==> config.mk <==
export PLATFORM = sky130hd
export DESIGN_NAME = uart_tx
export DESIGN_NICKNAME = d
export VERILOG_FILES = /design/src/rtl/uart_pkg.sv /design/src/rtl/uart_parity_calc.sv /design/src/rtl/uart_tx.sv
export SDC_FILE = /design/constraint.sdc
export NUM_CORES = 1
export LEC_CHECK = 0
export ABC_AREA = 0
export CORE_UTILIZATION = 53
export DETAILED_ROUTE_END_ITERATION = 10
export PLACE_DENSITY = 0.86
export SETUP_SLACK_MARGIN = 0.2
export SLEW_MARGIN = 15
export SYNTH_ARGS = -nofsm -noshare
export SYNTH_HDL_FRONTEND = slang
export SYNTH_SLANG_ARGS = --single-unit
==> constraint.sdc <==
create_clock -name clk -period 1.9 [get_ports clk]
set_input_delay 0.285 -clock clk [delete_from_list [all_inputs] [get_ports clk]]
set_output_delay 0.285 -clock clk [all_outputs]
set_load 0.02 [all_outputs]
==> src/rtl/uart_pkg.sv <==
// uart_pkg: shared UART state encodings, parity selectors and frame-length constants for the TX and RX paths
package uart_pkg;
  localparam logic [2:0] ST_IDLE   = 3'd0;
  localparam logic [2:0] ST_START  = 3'd1;
  localparam logic [2:0] ST_DATA   = 3'd2;
  localparam logic [2:0] ST_PARITY = 3'd3;
  localparam logic [2:0] ST_STOP   = 3'd4;
  localparam logic PAR_EVEN = 1'b0;
  localparam logic PAR_ODD  = 1'b1;
  localparam int DATA_WIDTH_DEF  = 8;
  localparam int FRAME_LEN_NOPAR = DATA_WIDTH_DEF + 2;
  localparam int FRAME_LEN_PAR   = DATA_WIDTH_DEF + 3;
  function automatic int frame_len(input logic par_en);
    return par_en ? FRAME_LEN_PAR : FRAME_LEN_NOPAR;
  endfunction
endpackage

==> src/rtl/uart_parity_calc.sv <==
// uart_parity_calc: combinational frame parity, even for par_typ=PAR_EVEN and odd for PAR_ODD
module uart_parity_calc import uart_pkg::*; #(
  parameter int DATA_WIDTH = DATA_WIDTH_DEF
) (
  input  logic [DATA_WIDTH-1:0] data,
  input  logic                  par_typ,
  output logic                  par
);
  assign par = ^data ^ par_typ;
endmodule

==> src/rtl/uart_tx.sv <==
// uart_tx: LSB-first UART serializer with optional parity; define UART_TX_BUF_EN for a one-entry holding buffer
module uart_tx import uart_pkg::*; #(
  parameter int   DATA_WIDTH = DATA_WIDTH_DEF,
  parameter logic IDLE_LEVEL = 1'b1
) (
  input  logic                  clk,
  input  logic                  RST,
  input  logic                  BIT_TICK,
  input  logic [DATA_WIDTH-1:0] P_DATA,
  input  logic                  DATA_VALID,
  input  logic                  PAR_EN,
  input  logic                  PAR_TYP,
  output logic                  TX_OUT,
  output logic                  Busy
);
  localparam int CW = $clog2(DATA_WIDTH + 3);
  logic [2:0] state, state_n;
  logic [CW-1:0] cnt, cnt_n;
  logic [DATA_WIDTH-1:0] shadow, hold_d;
  logic pe, pt, pending, pending_n, busy_n, tx_n, par, sh_bit;
  logic stop_exit, to_shadow, move, hold_pe, hold_pt;
  uart_parity_calc #(.DATA_WIDTH(DATA_WIDTH)) u_par (.data(shadow), .par_typ(pt), .par(par));
  assign stop_exit = state == ST_STOP && BIT_TICK;
  assign sh_bit = 1'(shadow >> cnt_n);
`ifdef UART_TX_BUF_EN
  logic hold_full, acc;
  assign acc = DATA_VALID && !hold_full;
  // a request goes straight to the shifter when it is free or being freed this tick
  assign to_shadow = acc && (!pending || stop_exit);
  assign move = stop_exit && hold_full;
  assign busy_n = pending_n && ((acc && !to_shadow) || (hold_full && !move));
  always_ff @(posedge clk)
    if (RST) begin
      hold_full <= 1'b0;
      hold_d <= '0;
      hold_pe <= 1'b0;
      hold_pt <= 1'b0;
    end else begin
      hold_full <= (acc && !to_shadow) || (hold_full && !move);
      if (acc && !to_shadow) begin
        hold_d <= P_DATA;
        hold_pe <= PAR_EN;
        hold_pt <= PAR_TYP;
      end
    end
`else
  assign to_shadow = DATA_VALID && !Busy;
  assign move = 1'b0;
  assign hold_d = '0;
  assign hold_pe = 1'b0;
  assign hold_pt = 1'b0;
  assign busy_n = pending_n;
`endif
  assign pending_n = (to_shadow || move) ? 1'b1 : stop_exit ? 1'b0 : pending;
  always_comb begin
    state_n = state;
    cnt_n = cnt;
    if (BIT_TICK)
      case (state)
        ST_IDLE: state_n = pending ? ST_START : ST_IDLE;
        ST_START: begin
          state_n = ST_DATA;
          cnt_n = '0;
        end
        ST_DATA: begin
          state_n = cnt == CW'(DATA_WIDTH - 1) ? (pe ? ST_PARITY : ST_STOP) : ST_DATA;
          cnt_n = cnt + CW'(1);
        end
        ST_PARITY: state_n = ST_STOP;
        default: state_n = move ? ST_START : ST_IDLE;
      endcase
  end
  // the line is registered from the next state so each bit appears right after its tick
  assign tx_n = state_n == ST_START ? ~IDLE_LEVEL : state_n == ST_DATA ? sh_bit :
                state_n == ST_PARITY ? par : IDLE_LEVEL;
  always_ff @(posedge clk)
    if (RST) begin
      state <= ST_IDLE;
      cnt <= '0;
      shadow <= '0;
      pe <= 1'b0;
      pt <= 1'b0;
      pending <= 1'b0;
      TX_OUT <= IDLE_LEVEL;
      Busy <= 1'b0;
    end else begin
      state <= state_n;
      cnt <= cnt_n;
      pending <= pending_n;
      TX_OUT <= tx_n;
      Busy <= busy_n;
      if (to_shadow) begin
        shadow <= P_DATA;
        pe <= PAR_EN;
        pt <= PAR_TYP;
      end else if (move) begin
        shadow <= hold_d;
        pe <= hold_pe;
        pt <= hold_pt;
      end
    end
endmodule
### Yosys cells after proc, flatten, opt, wreduce, memory -nomap -nowiden

Cells that the tools add are included.

* register bits: 19
* word-level logic and storage cells: 36

* bitwise gates (word level): 1
* $add $sub $neg: 1
* reductions and logical operators: 6
* multiplexer cells: 12
* shift-type cells: 1
* equality and inequality tests: 8

Operators by type and width (count)
* 3-bit by 2-bit equality test with 1-bit output (second input constant): 4
* 3-bit one-hot mux with 4 select lines: 1
* 3-bit 2-to-1 mux: 3
* 4-bit one-hot mux with 2 select lines: 1
* 8-bit XOR reduction: 1
* 8-bit by 4-bit >> shifter with 1-bit output: 1
* 3-bit by 1-bit equality test with 1-bit output (second input constant): 2
* 1-bit 2-to-1 mux: 6
* 4-bit by 1-bit adder with 4-bit output (second input constant): 1
* 4-bit by 3-bit equality test with 1-bit output (second input constant): 1
* 4-bit 2-to-1 mux: 1
* 3-bit equality test (second input constant): 1
* 3-bit zero test: 1
* 1-bit logical AND: 2
* 2-bit nonzero test: 1
* 1-bit zero test: 1
* 1-bit bitwise XOR: 1

### Depth between registers and ports, before layout

Gate-level depths: netlist of the first run.

* depth after elaboration: 8
* gate-level depth with buffers: 7
* gate-level depth less buffers: 7

### By module

Synthesis of the first run repeated with hierarchy kept, for this count alone.

* cells, all modules: 129
* area total of the unflattened synthesis: 1089.8 um^2

By module, submodules not included
* uart_tx: cells each 122, area each 1007.2 um^2, sequential area each 380.4 um^2, times used 1
* uart_parity_calc: cells each 7, area each 82.6 um^2, sequential area each 0.0 um^2, times used 1

### Worst setup path after synthesis of the first run

OpenSTA, ideal clock, no wires.

* path type: register to register
* start: register cnt[1]
* end: register TX_OUT
* clock period less this slack: 1.711 ns
* path slack: 0.189 ns
* arrival: 1.637 ns
* stages on the path, launching flop included: 8
* cell sequence: dfxtp_1 > ha_1 > nand4b_1 > a21oi_1 > nor2_2 > mux2i_1 > a2111o_1 > o211ai_2

* cells in the longest elaborated chain, start to end: 8

Ends and longest elaborated chain
* start, declared: line uart_tx.sv:18 `logic [CW-1:0] cnt, cnt_n;`
* start signal, assigned: line uart_tx.sv:88 `cnt <= cnt_n;`
* branches (longest 7 deep; another with 4-bit by 1-bit adder with 4-bit output)
* 1-bit 2-to-1 mux *: line uart_tx.sv:74 `assign tx_n = state_n == ST_START ? ~IDLE_LEVEL : state_n == ST_DATA ? sh_bit :`
* end signal, assigned: line uart_tx.sv:90 `TX_OUT <= tx_n;`
* end, declared: line uart_tx.sv:13 `output logic TX_OUT,`

Mark *: on every way between the ends.
A chain may end at the register's enable or synchronous reset.

### Worst setup path after layout of the first run

* start: register cnt[0]
* end: register TX_OUT

Same word-level chain as after synthesis.

==> reports/metrics.csv, run 1 <==
metric;value;unit
register bit total from synthesis;19;
Num CTS Buffers;3;
status;finished, final reports clean;
Hold WS;0.480;ns
max-slew violations;0;
CTS Hold Bufs;0;
Ports;16;
startpoint types;flip-flop;
routed wire length;2870;um
register area share after synthesis;33.8;%
Net Sw Frac;28.7;%
Pwr Density;569;nW/um^2
Async SR Flop Fraction;0;%
Mapped Avg Cell Area;7.60;um^2
Design Power;0.000841;W
slew margin rel.;70.5;%
hold-critical path depth;2;
Setup crit end kind;flip-flop;
Ant. Diodes;0;
yosys warns;0;
Worst EP arrival;2.06;ns
Starting Density;56.8;%
Total GRT Usage;27.6;%
Yosys cell types;41;
Leak Pwr;0.571;nW
Max-Cap Viols;0;
grt total ovfl;0;
Root Buffer Master;clkbuf_4;
number of global-route vias before repair;966;
Clk Latency, worst-skew pair;0.31;ns
via/cell ratio;5.58;
combinational share of power;22.9;%
cell count of the worst reg-to-reg path;7;
WP data required;2.15;ns
die area;2310;um^2
Worst-Margin Slew;0.436;ns
Die Span X;48.1;um
DRC Markers;0;
Pre-antenna DRT Iters;4;
layout cell share with drive strength beyond 1;20.8;%
Top FF cell, synth;dfxtp_1;
fin nets;194;
row cnt;16;
CTS tree;yes;
Syn Nets;163;
kind of critical path;reg2reg;
dpl hpwl;2090;um
Initial DRC Count;27;
first-pass GRT wire length;4280;um
initial antenna violation count;0;
CTS clk-pin slew, worst paths;0.11;ns
Final GP Congestion;0.865;
Synth Cell Area;1120;um^2
most frequent cells in the layout;nand2_1, a21oi_1, buf_4;
Hold Path Class;reg2reg;
via count;1143;
Pint;0.000599;W
RSZ-0062 raised after global routing;true;
crit path time final;1.81;ns
Clock Skew;0.00377;ns
highest clock rate;551;MHz
final hold vios;0;
Final Setup Violations;0;
CTS sink cnt;19;
Area Growth Syn to Fin;31.5;%
CP max FO;4;
H-tree levels;1;
DRT antenna net count;0;
post-route cell area;1480;um^2
commonest non-fill, non-tap cell in the layout;nand2_1;
clk buf depth;2;
largest net degree at the start of global routing;15;
crit share post-route;95.5;%
placed cell area;1410;um^2
Post-synth EDFFs;0;
core box area;1980;um^2
cells after synthesis;148;
WL/cell;14.0;um
die height;48.1;um
Max IR drop VDD;559;uV
register share of total power;51.8;%
Psw;0.000241;W
Clock power frac;25.3;%
IO Port Bufs;15;
## worst paths after layout
kind,slack (ns),startpoint,to
setup / recovery,0.09,cnt[0]$_SDFF_PP0_,TX_OUT$_SDFF_PP1_
hold / removal,0.48,pt$_SDFFE_PP0P_,pt$_SDFFE_PP0P_
setup reg to reg,0.09,cnt[0]$_SDFF_PP0_,TX_OUT$_SDFF_PP1_
hold reg to reg,0.48,pt$_SDFFE_PP0P_,pt$_SDFFE_PP0P_
## kinds of logic (layout without fill, tap and decap cells)
| kind of cell | after synthesis | in the layout | share of synthesized area, % |
|---|---|---|---|
| adder cells (fa/ha/maj) | 1 | 1 | 1.11 |
| flip-flops | 19 | 19 | 33.8 |
| multiplexers | 3 | 3 | 2.89 |
| AND/OR/NAND/NOR | 59 | 59 | 25.7 |
| AO/OA/AOI/OAI | 43 | 43 | 24.3 |
| XOR/XNOR | 8 | 8 | 6.23 |
| buffers and inverters | 15 | 45 | 6.01 |
## Yosys cell counts, types with 2 or more instances
cell      count  area share, %
buf_2         3            1.3
dfxtp_1      19             34
clkbuf_1      4            1.3
nand2b_1      2            1.1
nor2b_1       6            3.3
xnor2_1       7            5.5
nor2_1        6            2.0
o22ai_1       3            1.7
a21oi_1      21            9.3
nand4b_1      2            1.6
o21ai_0       5            2.2
o32ai_1       2            1.6
nand2_1      31             10
mux2_2        2            2.0
inv_1         7            2.3
nor3_1        3            1.3
## metrics by stage
step	setup WS (ns)	cells	util (%)	TNS, ns
6_report	0.0851	205	74.6	0
5_1_grt	0.0334	205	74.6	0
4_1_cts	0.0643	204	73.4	0
3_5_place_dp	-0.233	200	71.0	-0.373
3_3_place_gp	-0.226	200	71.0	-0.338
2_1_floorplan	0.204	148	-	0
## registers in the layout (all words and copies together), names as in the netlist
signal and count:
shadow 8, cnt 4, TX_OUT 1, pt 1, state 3, pending 1
pe 1
## power groups by stage
stage | Clock (W) | Sequential (W) | Combinational [W]
global placement | 0 | 0.000442 | 0.000175
finish | 0.000212 | 0.000436 | 0.000193
CTS | 0.000215 | 0.000435 | 0.000187
global route | 0.000229 | 0.000438 | 0.000211
detailed placement | 0 | 0.000444 | 0.000184
floorplan | 0 | 0.000444 | 0.000106
## routing by layer
metal,up-vias,wire (um),part of all wire (%),GRT usage [%]
met1,523,1200,42,35.3
met2,36,1480,52,46.2
met4,0,70,2.4,12.2
met5,-,0,0,0
met3,7,116,4.0,3.40
li1,577,-,-,-
## area by class of cell
class / count / area (um^2)
Clock inverter: 1 / 5.00
Timing Repair Buffer: 34 / 295
Clock buffer: 3 / 22.5
Multi-Input combinational cell: 114 / 712
Sequential cell: 19 / 384
Fill cell: 149 / 503
Tap cell: 27 / 33.8
Inverter: 7 / 26.3
## worst max-delay path, cell delays in order (launching register included)
cell,delay (ns)
dfxtp_2,0.35
ha_4,0.26
nand4b_1,0.14
a21oi_2,0.28
nor2_4,0.08
mux2i_1,0.13
a2111o_1,0.38
o211ai_2,0.13
## repair_timing
action	4_1_cts	5_1_grt
gates resized for setup	6	5
pin swaps	7	6
setup endpoints to repair	2	2
buffers inserted	0	1
Note: power is estimated with default switching activity, not from simulation.
==> inputs of run 2 (changes only) <==
CAP_MARGIN = 25   (was default)
==> results of run 2 <==
The final DEF is identical to that of run 1; final timing and power are the same.
==> inputs of run 3 (changes only) <==
CTS_CLUSTER_SIZE = 10   (was default)
==> results of run 3 <==
The final DEF is identical to that of run 1; final timing and power are the same.
